==> config.mk <==
export PLATFORM = sky130hd
export DESIGN_NAME = encoder_4to2_seq
export DESIGN_NICKNAME = d
export VERILOG_FILES = /design/src/rtl/encoder_4to2_seq_pkg.sv /design/src/rtl/encoder_4to2_seq_prio_enc4.sv /design/src/rtl/encoder_4to2_seq.sv
export SDC_FILE = /design/constraint.sdc
export NUM_CORES = 1
export LEC_CHECK = 0
export BUFFER_PORTS_ARGS = -buffer_cell sky130_fd_sc_hd__buf_4
export CORE_AREA = 2 2 39 41
export CTS_CLUSTER_SIZE = 20
export DETAILED_ROUTE_END_ITERATION = 16
export DIE_AREA = 0 0 41 43
export GPL_TIMING_DRIVEN = 0
export PLACE_DENSITY = 0.47
export SLEW_MARGIN = 20
export SYNTH_ARGS = -nofsm -noshare
export SYNTH_HDL_FRONTEND = slang
export SYNTH_SLANG_ARGS = --single-unit
==> constraint.sdc <==
create_clock -name clk -period 0.9 [get_ports clk]
set_input_delay 0 -clock clk [delete_from_list [all_inputs] [get_ports clk]]
set_output_delay 0 -clock clk [all_outputs]
set_load 0.005 [all_outputs]
==> src/rtl/encoder_4to2_seq_pkg.sv <==
// Shared definitions for the sequential 4-to-2 request encoder.
// Holds the FSM state encodings, code/request widths and a code-to-one-hot helper.
package encoder_4to2_seq_pkg;

   localparam logic ST_IDLE = 1'b0;
   localparam logic ST_HOLD = 1'b1;

   localparam int CODE_W = 2;
   localparam int N_REQ  = 4;

   typedef logic [CODE_W-1:0] code_t;
   typedef logic [N_REQ-1:0]  req_t;

   typedef enum logic {
      S_IDLE = ST_IDLE,
      S_HOLD = ST_HOLD
   } state_e;

   function automatic req_t code2onehot(input code_t c);
      req_t r;
      r = '0;
      r[c] = 1'b1;
      return r;
   endfunction

endpackage

==> src/rtl/encoder_4to2_seq_prio_enc4.sv <==
// Combinational 4-input priority encoder with optional rotating search origin.
// rr_en=0 gives fixed priority (3 highest); rr_en=1 scans upward from base, wrapping 3 -> 0.
module prio_enc4
   import encoder_4to2_seq_pkg::*;
(
   input  logic [N_REQ-1:0]  req,
   input  logic [CODE_W-1:0] base,
   input  logic              rr_en,
   output logic [CODE_W-1:0] idx,
   output logic              any
);

   logic [CODE_W-1:0] w_pos;
   logic              w_found;

   assign any = |req;

   always_comb begin
      idx     = '0;
      w_pos   = '0;
      w_found = 1'b0;
      if (rr_en) begin
         for (int k = 0; k < N_REQ; k++) begin
            // Two-bit addition wraps naturally, giving the 3 -> 0 rollover.
            w_pos = base + CODE_W'(k);
            if (!w_found && req[w_pos]) begin
               idx     = w_pos;
               w_found = 1'b1;
            end
         end
      end else begin
         if (req[3])      idx = 2'd3;
         else if (req[2]) idx = 2'd2;
         else if (req[1]) idx = 2'd1;
         else             idx = 2'd0;
      end
   end

endmodule

==> src/rtl/encoder_4to2_seq.sv <==
// Sequential 4-to-2 encoder: sticky pending bits, one grant at a time, V/ACK handshake.
// All outputs come straight from registers; selection looks at the pending register only.
module encoder_4to2_seq
   import encoder_4to2_seq_pkg::*;
#(
   parameter bit ROUND_ROBIN = 1'b0
)(
   input  logic             clk,
   input  logic             rst,
   input  logic             EN,
   input  logic             D0,
   input  logic             D1,
   input  logic             D2,
   input  logic             D3,
   input  logic             ACK,
   output logic             A1,
   output logic             A0,
   output logic             V,
   output logic [N_REQ-1:0] PEND
);

   state_e            r_state;
   req_t              r_pend;
   code_t             r_code;
   logic              r_v;
   code_t             r_ptr;

   req_t              w_req;
   req_t              w_clr;
   logic              w_accept;
   code_t             w_base;
   code_t             w_idx;
   logic              w_any;

   assign w_req    = {D3, D2, D1, D0};
   assign w_accept = ACK & r_v;
   assign w_clr    = w_accept ? code2onehot(r_code) : '0;
   assign w_base   = r_ptr + 2'd1;

   prio_enc4 u_prio (
      .req   (r_pend),
      .base  (w_base),
      .rr_en (ROUND_ROBIN),
      .idx   (w_idx),
      .any   (w_any)
   );

   always_ff @(posedge clk) begin
      if (rst) begin
         r_state <= S_IDLE;
         r_pend  <= '0;
         r_code  <= '0;
         r_v     <= 1'b0;
         r_ptr   <= 2'd3;
      end else if (!EN) begin
         // Flush everything except the round-robin pointer.
         r_state <= S_IDLE;
         r_pend  <= '0;
         r_code  <= '0;
         r_v     <= 1'b0;
      end else begin
         // New requests are OR-ed in after the clear, so a colliding request survives.
         r_pend <= (r_pend & ~w_clr) | w_req;
         unique case (r_state)
            S_IDLE: begin
               if (w_any) begin
                  r_code  <= w_idx;
                  r_v     <= 1'b1;
                  r_state <= S_HOLD;
               end
            end
            S_HOLD: begin
               if (ACK) begin
                  r_v     <= 1'b0;
                  r_ptr   <= r_code;
                  r_state <= S_IDLE;
               end
            end
            default: begin
               r_state <= S_IDLE;
               r_v     <= 1'b0;
            end
         endcase
      end
   end

   assign A1   = r_code[1];
   assign A0   = r_code[0];
   assign V    = r_v;
   assign PEND = r_pend;

endmodule

# == After elaboration in Yosys (flattened, before gate mapping) ==
# Cells that the tools add are included.
# W data, S select, Z words.
# classes
n_reduce_logical,5
magnitude_cmp,2
eq_ne,2
muxes,12
bitwise_logic,6
# op_table
cell,n
$mux W1,6
$and A4 B4 Y4,1
$mux W2,2
$mux W4,1
$not A4 Y4,1
$or A4 B4 Y4,1
$pmux W1 S2,2
$reduce_and A2 Y1,2
$reduce_or A4 Y1,1
$lt A2 B3 Y1 const B,1
$demux W1 S2,1
$ge A2 B1 Y1 const B,1
$ne A2 B1 Y1 const B,1
$ne A2 B2 Y1 const B,1
$not A1 Y1,2
$reduce_or A2 Y1,1
$and A1 B1 Y1,1
$logic_and A1 B1 Y1,1
# totals
reg_bits,8
input_bits,8
output_inout_bits,7

# == Depth between registers and ports, before layout ==
# Gate-level depths: netlist of run 1.
# depth
ltp_word,8
ltp_mapped,3
ltp_nobuf,3

# == Cells and area by module ==
# Synthesis of run 1 repeated with hierarchy kept, for this count alone.
# hier_totals
cells_unflattened,68
hier_area_um2,538.0
# modules_own_cells
module,area_per_inst_um2,seq_area_each_um2,instances,cells_each
encoder_4to2_seq,409.1,200.2,1,46
prio_enc4,128.9,0.0,1,22

# == Worst setup path before layout of run 1 ==
# OpenSTA, ideal clock, no wires.
# synth_path
path_kind,reg2reg
startpoint,"reg r_pend[2], in the netlist PEND[2]"
endpoint,"reg r_v, in the netlist V"
path_stages_with_launch,4
t_arrival_ns,0.907
setup_slack_ns,-0.125
setup_ns,0.118
path_cell_list,dfxtp_1 > nor4_4 > a2bb2oi_1 > nor2_1
# synth_between
elab_chain_cells,3
# synth_rtl
item,line_no,source
"start, declared",encoder_4to2_seq.sv:23,req_t r_pend;
"start signal, assigned",encoder_4to2_seq.sv:63,r_pend <= (r_pend & ~w_clr) | w_req;
$reduce_or A4 Y1,encoder_4to2_seq_prio_enc4.sv:16,assign any = |req;
$ne A2 B1 Y1 (no source line),--,
$reduce_and A2 Y1 (no source line),--,
"end signal, assigned",encoder_4to2_seq.sv:53,r_v <= 1'b0;
"end signal, assigned",encoder_4to2_seq.sv:60,r_v <= 1'b0;
"end signal, assigned",encoder_4to2_seq.sv:68,r_v <= 1'b1;
"end, declared",encoder_4to2_seq.sv:25,logic r_v;
# Every way passes these cells.
# A chain may end at the register's enable or synchronous reset.

# == Worst setup path in the final report of run 1 ==
# layout_path
startpoint,"reg r_pend[0], in the netlist PEND[0]"
endpoint,"reg r_v, in the netlist V"
# The elaborated chain is that of the path after synthesis.

==> results of run 1 <==
[cells by family after synthesis]
| logic type | after synthesis | synth area share |
|---|---|---|
| compound gates | 12 | 0.223 |
| simple gates | 15 | 0.279 |
| buf+inv | 2 | 0.0223 |
| flops | 8 | 0.476 |
[cell type report]
| cell class | count | area [um^2] | area share |
|---|---|---|---|
| multi-input combinational | 27 | 173 | 0.320 |
| clock buffer | 3 | 22.5 | 0.0418 |
| inverter | 2 | 7.51 | 0.0139 |
| timing repair buffer | 19 | 150 | 0.278 |
| tap | 16 | 20.0 | 0.0371 |
| sequential | 8 | 166 | 0.309 |
[layout by cell type, fill, tap and decap left out, drive strengths merged]
cell and n:
a2bb2oi 1, o21bai 1, buf 16, o311a 1
o21ai 3, nand4b 2, nor4 2, nor2b 1
dlygate4sd3 3, nor2 5, dfxtp 8, clkbuf 3
inv 2, nand2 3, a21oi 6, nand2b 1
nand4 1
[layer usage]
metal	global-route usage	wire length, um	vias to the layer above
met3	0.0942	102	0
met1	0.149	386	166
met4	0.0600	0	0
met5	0	0	-
li1	-	-	181
met2	0.175	465	21
[state kept, by name, summed over array words and instances (netlist names)]
register / count
V: 1
r_code: 2
PEND: 4
r_state: 1
[what timing repair did]
item | in CTS | in global routing
hold endpoints to repair | 3 | 0
hold buffers | 3 | 0
gates resized for setup | 2 | 2
pin swaps | 2 | 1
endpoints found under the setup margin | 4 | 11
buffers inserted | 1 | 1
[per-stage QoR]
stage / instances / total power [W] / worst slack, ps
floorplan: 37 / 0.000461 / -99.0
global placement: 67 / 0.000527 / -176
detailed placement: 67 / 0.000527 / -160
CTS: 74 / 0.000826 / -170
global route: 75 / 0.000876 / -242
finish: 75 / 0.000823 / -174
[where the power goes]
part / switching, W / internal [W]
sequential: 0.0000313 / 0.000374
combinational: 0.0000533 / 0.0000873
clock: 0.000124 / 0.000153
total: 0.000209 / 0.000614
[final timing paths]
kind / startpoint / to / slack (ps)
worst max register to register: PEND[0] / V / -170
worst min register to register: r_code[1] / r_code[1] / 540
worst max-delay path: PEND[0] / V / -170
worst min-delay path: D0 / PEND[0] / 0.8
[worst reg2reg max path, stage by stage, from the launching register on]
cell,delay [ps]
sky130_fd_sc_hd__dfxtp_4,350
sky130_fd_sc_hd__nor4_4,370
sky130_fd_sc_hd__a2bb2oi_1,180
sky130_fd_sc_hd__nor2_1,50
==> flow_results.org, run 1 <==
** Run status
- The run finished, with violations left.
- The checks that failed: setup timing.

** Timing
- Unrepaired setup endpoints after global routing :: true
- Count of final setup violators :: 4
- For the pin with the worst max-slew slack, the measured transition is 330 ps.
- After routing, the total negative slack on setup checks comes to -578 ps.
- Fraction of the cycle the final worst path needs :: 1.19
- Tightest hold margin :: ~0.75 ps
- The smallest clock period supported by the final layout is computed as approximately 1100 ps.
- Final clock skew :: around 8.4 ps
- Highest attainable clock frequency :: roughly 930 MHz
- In the post-route analysis, the smallest setup slack over all paths is -174 ps.
- Final Hold Vio Count :: 0
- Max-Slew Margin vs Limit :: 0.779
- Total count of max-transition violations in the final report :: 0

** Routing
- The detail route stage leaves a number of antenna-violating nets equal to 0.
- DR pass1 iterations :: 5
- In the final routed layout, each cell accounts on average for 12.7 um.
- Final wirelength :: 954 um
- Vias per std cell :: a little under 5
- For this block, the via count after detailed routing is 368.
- For this block, the initial DRC count from the detailed router was 12.
- DRC violations left :: 0

** Synth
- Counting flops with a built-in enable in the synthesized netlist gives 0.
- After technology mapping, the gate count stands at 37.
- Top cell type's share of synthesized area :: 0.476
- sky130_fd_sc_hd__dfxtp_1 takes more of the synthesized area than any other cell.
- For this run, the leading register cell type out of synthesis is sky130_fd_sc_hd__dfxtp_1.
- Number of synthesized register bits :: 8
- FFs w/ async S/R, synth :: 0
- Post-synthesis net count :: 45
- Sorting the synthesized cells by area gives the leading types as sky130_fd_sc_hd__dfxtp_1, sky130_fd_sc_hd__a21oi_1, sky130_fd_sc_hd__nor4_4.
- Most frequently used cell type in the post-synthesis netlist :: sky130_fd_sc_hd__dfxtp_1
- Synthesized area :: 337 um^2
- Fraction of the yosys area taken by sequential cells :: 0.476
- Ranked by instance count, the synthesized netlist is headed by sky130_fd_sc_hd__dfxtp_1, sky130_fd_sc_hd__a21oi_1, sky130_fd_sc_hd__nor2_1, sky130_fd_sc_hd__nand2_1.
- Mean instance size in the synthesized netlist :: 9.10 um^2
- Yosys printed 0 warnings.
- Number of library cell types mapped by synthesis :: 16

** Placed design
- Last weighted congestion value of the routability-driven placer :: 0.718
- In this run the cell area measured after placement is approximately 460 um^2.
- Detailed placement HPWL :: 618 um
- # port buffers :: 14

** Setup path
- The kind of cell with the highest combined delay along the critical path is simple AND/OR/NAND/NOR gates.
- At the worst endpoint, the required time is about 1000 ps.
- Together, buffers and inverters on the worst path number 0.
- Arrival time at the worst endpoint :: roughly 1200 ps
- Counting buffers and inverters, the worst setup path is 3 cells deep.
- Startpoint type of the worst setup path :: flop
- The slowest stage of the critical path is the sky130_fd_sc_hd__nor4_4 cell.
- Largest fanout on the critical path :: 4
- For this run, the slowest stage of the critical path takes 370 ps.
- Traced cell by cell, the critical path runs through nor4_4 > a2bb2oi_1 > nor2_1.
- Critical path type :: flop to flop
- Depth of the worst register-to-register path :: 3
- Critical path endpoint category :: flop

** Clocking
- Inserted Clock Buffers :: 3
- H-Tree Depth :: 1
- The longest clock path from root to sink contains 2 buffers.
- The tree is rooted in a sky130_fd_sc_hd__clkbuf_4.
- After clock tree synthesis, the clock-pin slew on the worst setup and hold paths is 60 ps.
- Skew-Pair Late Insertion Delay :: 260 ps
- The clock drives 8 sinks.
- Clock tree from TritonCTS :: done

** Floorplan
- In this run the horizontal extent of the chip is ~41 um.
- For this configuration, the core starts out at a cell density of 0.243.
- Die H :: between 40 and 50 um
- The die covers approximately 1800 um^2.
- Ports :: 15
- Row cnt :: 14
- The core region is roughly 1400 um^2.

** Global routing
- Across every metal layer, demand over resource in global routing totals 0.130.
- First-pass GRT wire length :: ~1.4 mm
- The number of antenna violations at the first check in global routing was 0.
- Entering global routing, the biggest net connects 7 pins.
- Via count of the first global-routing pass :: 322
- Total overflow reported by the global router :: 0

** Min path
- The path class of the tightest hold or removal check is input port to flop.
- Count of cells along the worst hold path :: 3

** Power and ir drop
- Summed over all cells, the static leakage comes to between 0.2 and 0.25 nW.
- Power per cell area :: approximately 1500 nW/um^2
- VDD sags by at most ~840 uV.

** Run
- Across the run, the number of max-cap violations was 0.

** Cells and area
- Finished Core Util :: 0.390
- In the final layout, the share of cells above drive strength 1 is 0.424.
- Final standard cell area without fillers :: roughly 540 um^2
- Net count, final :: between 60 and 70
- Number of antenna cells inserted :: 0
- The area growth from synthesis to layout is 60.2%.
- Number of fill cells :: around 150
Power figures use the tool's default switching activity.
==> run 2: changes to the inputs <==
--- a/config.mk
+++ b/config.mk
@@ -5,6 +5,7 @@
 export SDC_FILE = /design/constraint.sdc
 export NUM_CORES = 1
 export LEC_CHECK = 0
+export ABC_CLOCK_PERIOD_IN_PS = 900
 export BUFFER_PORTS_ARGS = -buffer_cell sky130_fd_sc_hd__buf_4
 export CORE_AREA = 2 2 39 41
 export CTS_CLUSTER_SIZE = 20
@@ -12,6 +13,7 @@
 export DIE_AREA = 0 0 41 43
 export GPL_TIMING_DRIVEN = 0
 export PLACE_DENSITY = 0.47
+export SKIP_CTS_REPAIR_TIMING = 1
 export SLEW_MARGIN = 20
 export SYNTH_ARGS = -nofsm -noshare
 export SYNTH_HDL_FRONTEND = slang
==> run 2 against run 1 <==
Net effect:
- the flow finishes with violations (hold timing, setup timing)
- fmax is 0.17% lower
- combinational power about the same
- sequential share of layout area is the same
- die area is the same
- largest cell class unchanged
- clock skew about the same
- sequential power about the same
- utilization unchanged
- non-clock buffer count did not move
- clock-buffer cell count unchanged
- total power fell by 0.29%
- largest power group unchanged
- first-iteration DRC count unchanged
- final cell count unchanged
==> flow_results.org, run 2 (synthesized netlist as in run 1, its figures left out) <==
** Timing
- Fraction of the cycle the final worst path needs :: 1.20 (+0.00209)
- Final critical path time including I/O delays and setup :: 1080 ps (+1.88 ps)
- The maximum achievable frequency was 929 MHz (-0.17%).
- The minimum hold slack was -2.04 ps (-2.80 ps).
- Final clock skew :: 8.02 ps (-0.422 ps)
- The count of final max-slew check failures was 0 (unchanged).
- Setup repair after global routing could not meet its margin everywhere.
- Final Hold Vio Count :: 1 (+1)
- Max-Slew Margin vs Limit :: 0.776 (-0.00299)
- The worst setup slack after layout was -176 ps (-1.88 ps).
- Count of final setup violators :: 4 (unchanged)
- The slew at the pin closest to its max-slew limit came to 334 ps (+4.46 ps).

** Routing
- First-iteration detailed-routing DRC count :: 12 (unchanged)
- The routed via count divided by cell count is 4.69 (-4.3%).
- Final wirelength :: 932 um (-2.3%)
- The detailed-route wire length per cell came to 12.4 um (-2.3%).
- DR pass1 iterations :: 5 (unchanged)
- Vias :: 352 (-4.3%)
- DRC violations left :: 0 (unchanged)
- Post-detailed-route count of antenna-violating nets :: 0 (unchanged)

** Setup path
- The required time of the critical path came to 1040 ps (about the same).
- Source of the critical timing path :: PEND[0]
- Critical path endpoint category :: flop
- Startpoint type of the worst setup path :: flop
- Largest fanout on the critical path :: 4 (unchanged)
- Register-to-Register Setup Slack :: -180 ps (about the same)
- The worst register-to-register path begins at PEND[0].
- FF-to-FF End :: V
- Arrival time at the worst endpoint :: 1210 ps (about the same)
- Critical path type :: flop to flop
- The worst reg-to-reg path cell count came to 3 (unchanged).

** Floorplan
- DIE WIDTH :: 41 um (unchanged)
- Starting utilization of the core area :: 0.243 (unchanged)
- Die H :: 43 um (unchanged)
- Ports :: 15 (unchanged)
- The site row count was 14 (unchanged).
- Core area :: 1380 um^2 (unchanged)
- The area of the die was 1760 um^2 (unchanged).

** Min path
- The worst hold path begins at D0.
- In this run the worst hold path is classified as input port to flop.
- The worst hold path terminates at PEND[0].
- Count of cells along the worst hold path :: 3 (unchanged)

** Clocking
- The source-to-sink clock delay at the later pin of the worst-skew pair is 260 ps (about the same).
- Sinks on Clock Net :: 8 (unchanged)
- Inserted Clock Buffers :: 3 (unchanged)
- H-Tree Depth :: 1 (unchanged)
- The maximum clock path buffer count is 2 (unchanged).
- TritonCTS built the clock tree.
- The tree is rooted in a sky130_fd_sc_hd__clkbuf_4.
- Clock-pin slew of the registers on the worst-case setup and hold paths :: 60 ps (about the same)

** Global routing
- Maximum number of pins on one net before global-route repair :: 7 (unchanged)
- The first-pass GRT wire length is 1.34 mm (-6.8%).
- Total overflow reported by the global router :: 0 (unchanged)
- The number of antenna violations at the first check in global routing is 0 (unchanged).
- The total track usage came to 0.123 (-0.00704).
- The number of global-route vias before repair is 298 (-7.5%).

** Cells and area
- The antenna diode count came to 0 (unchanged).
- Non-filler instance count after layout :: 75 (unchanged)
- Number of fill cells :: 151 (unchanged)
- The number of flip-flops under the largest register name came to 4 (unchanged).
- Commonest non-fill, non-tap cells in the layout :: sky130_fd_sc_hd__buf_4, sky130_fd_sc_hd__dfxtp_1, sky130_fd_sc_hd__nor2_1, sky130_fd_sc_hd__a21oi_1
- The final-stage net count was 69 (unchanged).
- The layout-stage area growth over the synthesis result is 60.2% (unchanged).
- The library cell used most frequently in the layout, excluding fill and tap cells, is sky130_fd_sc_hd__buf_4.
- The fraction of final layout cells with drive strength greater than 1 came to 0.424 (unchanged).

** Power and ir drop
- The switching power came to 0.000207 W (-1.1%).
- The worst IR drop on VDD was 845 uV (+0.46%).
- The clock network fraction of total power is 0.336 (about the same).
- The switching power as a share of total power is 0.252 (-0.00201).
- Part of the total power dissipated in sequential elements :: 0.493 (about the same)
- The leakage power total was 0.226 nW (unchanged).
- The portion of total power attributed to combinational logic is 0.171 (about the same).
- The internal power contribution is 0.000614 W (about the same).
- The total power per unit cell area came to 1520 nW/um^2 (-0.29%).

** Placed design
- # port buffers :: 14 (unchanged)
- Count of placed standard cells including taps :: 67 (unchanged)
- The final weighted congestion in routability-driven placement came to 0.718 (unchanged).
- DP Worst Slack :: -160 ps (unchanged)
- Detailed placement HPWL :: 618 um (unchanged)

** Run status
- Result of the run :: finished, violations left
- The final reports fail on hold timing, setup timing.

** Run
- Number of maximum-capacitance constraint violations :: 0 (unchanged)
-- run 2: layout make-up --
type / instances / area [um^2] / area share
clock buffers: 3 / 22.5 / 0.0418
flip-flops and latches: 8 / 166 / 0.309
inverters: 2 / 7.51 / 0.0139
multi-input cells: 27 / 173 / 0.320
well taps: 16 / 20.0 / 0.0371
repair buffers: 19 / 150 / 0.278
-- run 2: per-stage QoR --
stage / TNS, ps / power, W / cell area [um^2] / utilization
3_3_place_gp: -495 / 0.000527 / 463 / 0.335
3_5_place_dp: -446 / 0.000527 / 463 / 0.335
2_1_floorplan: -212 / 0.000461 / 338 / -
4_1_cts: -505 / 0.000814 / 485 / 0.351
5_1_grt: -1170 / 0.000875 / 539 / 0.390
6_report: -592 / 0.000820 / 539 / 0.390
-- run 2: how the worst max path moves through the flow --
| stage | endpoint | cells past startpoint | slack (ps) |
|---|---|---|---|
| 2_1_floorplan | V | 3 | -100 |
| 3_5_place_dp | V | 3 | -160 |
| 3_3_place_gp | V | 3 | -180 |
| 4_1_cts | V | 3 | -180 |
| 6_report | V | 3 | -180 |
| 5_1_grt | V | 3 | -240 |
-- run 2: layer usage --
layer  wire length, um  global-route usage  share of wire  vias up
met4                 0              0.0600              0        0
met5                 0                   0              0        -
li1                  -                   -              -      179
met2               440               0.159           0.47       20
met3               111              0.0942           0.12        0
met1               380               0.142           0.41      153
-- run 2: critical path, cell delays in order (launching register included) --
cell	delay, ps
sky130_fd_sc_hd__dfxtp_4	350
sky130_fd_sc_hd__nor4_4	380
sky130_fd_sc_hd__a2bb2oi_1	180
sky130_fd_sc_hd__nor2_1	50
-- run 2: power groups by stage --
stage | sequential, W | combinational [W] | clock (W)
after floorplan | 0.000408 | 0.0000531 | 0
after global placement | 0.000414 | 0.000113 | 0
after detailed placement | 0.000413 | 0.000114 | 0
after CTS | 0.000406 | 0.000114 | 0.000294
after global routing | 0.000409 | 0.000154 | 0.000312
final | 0.000405 | 0.000140 | 0.000276
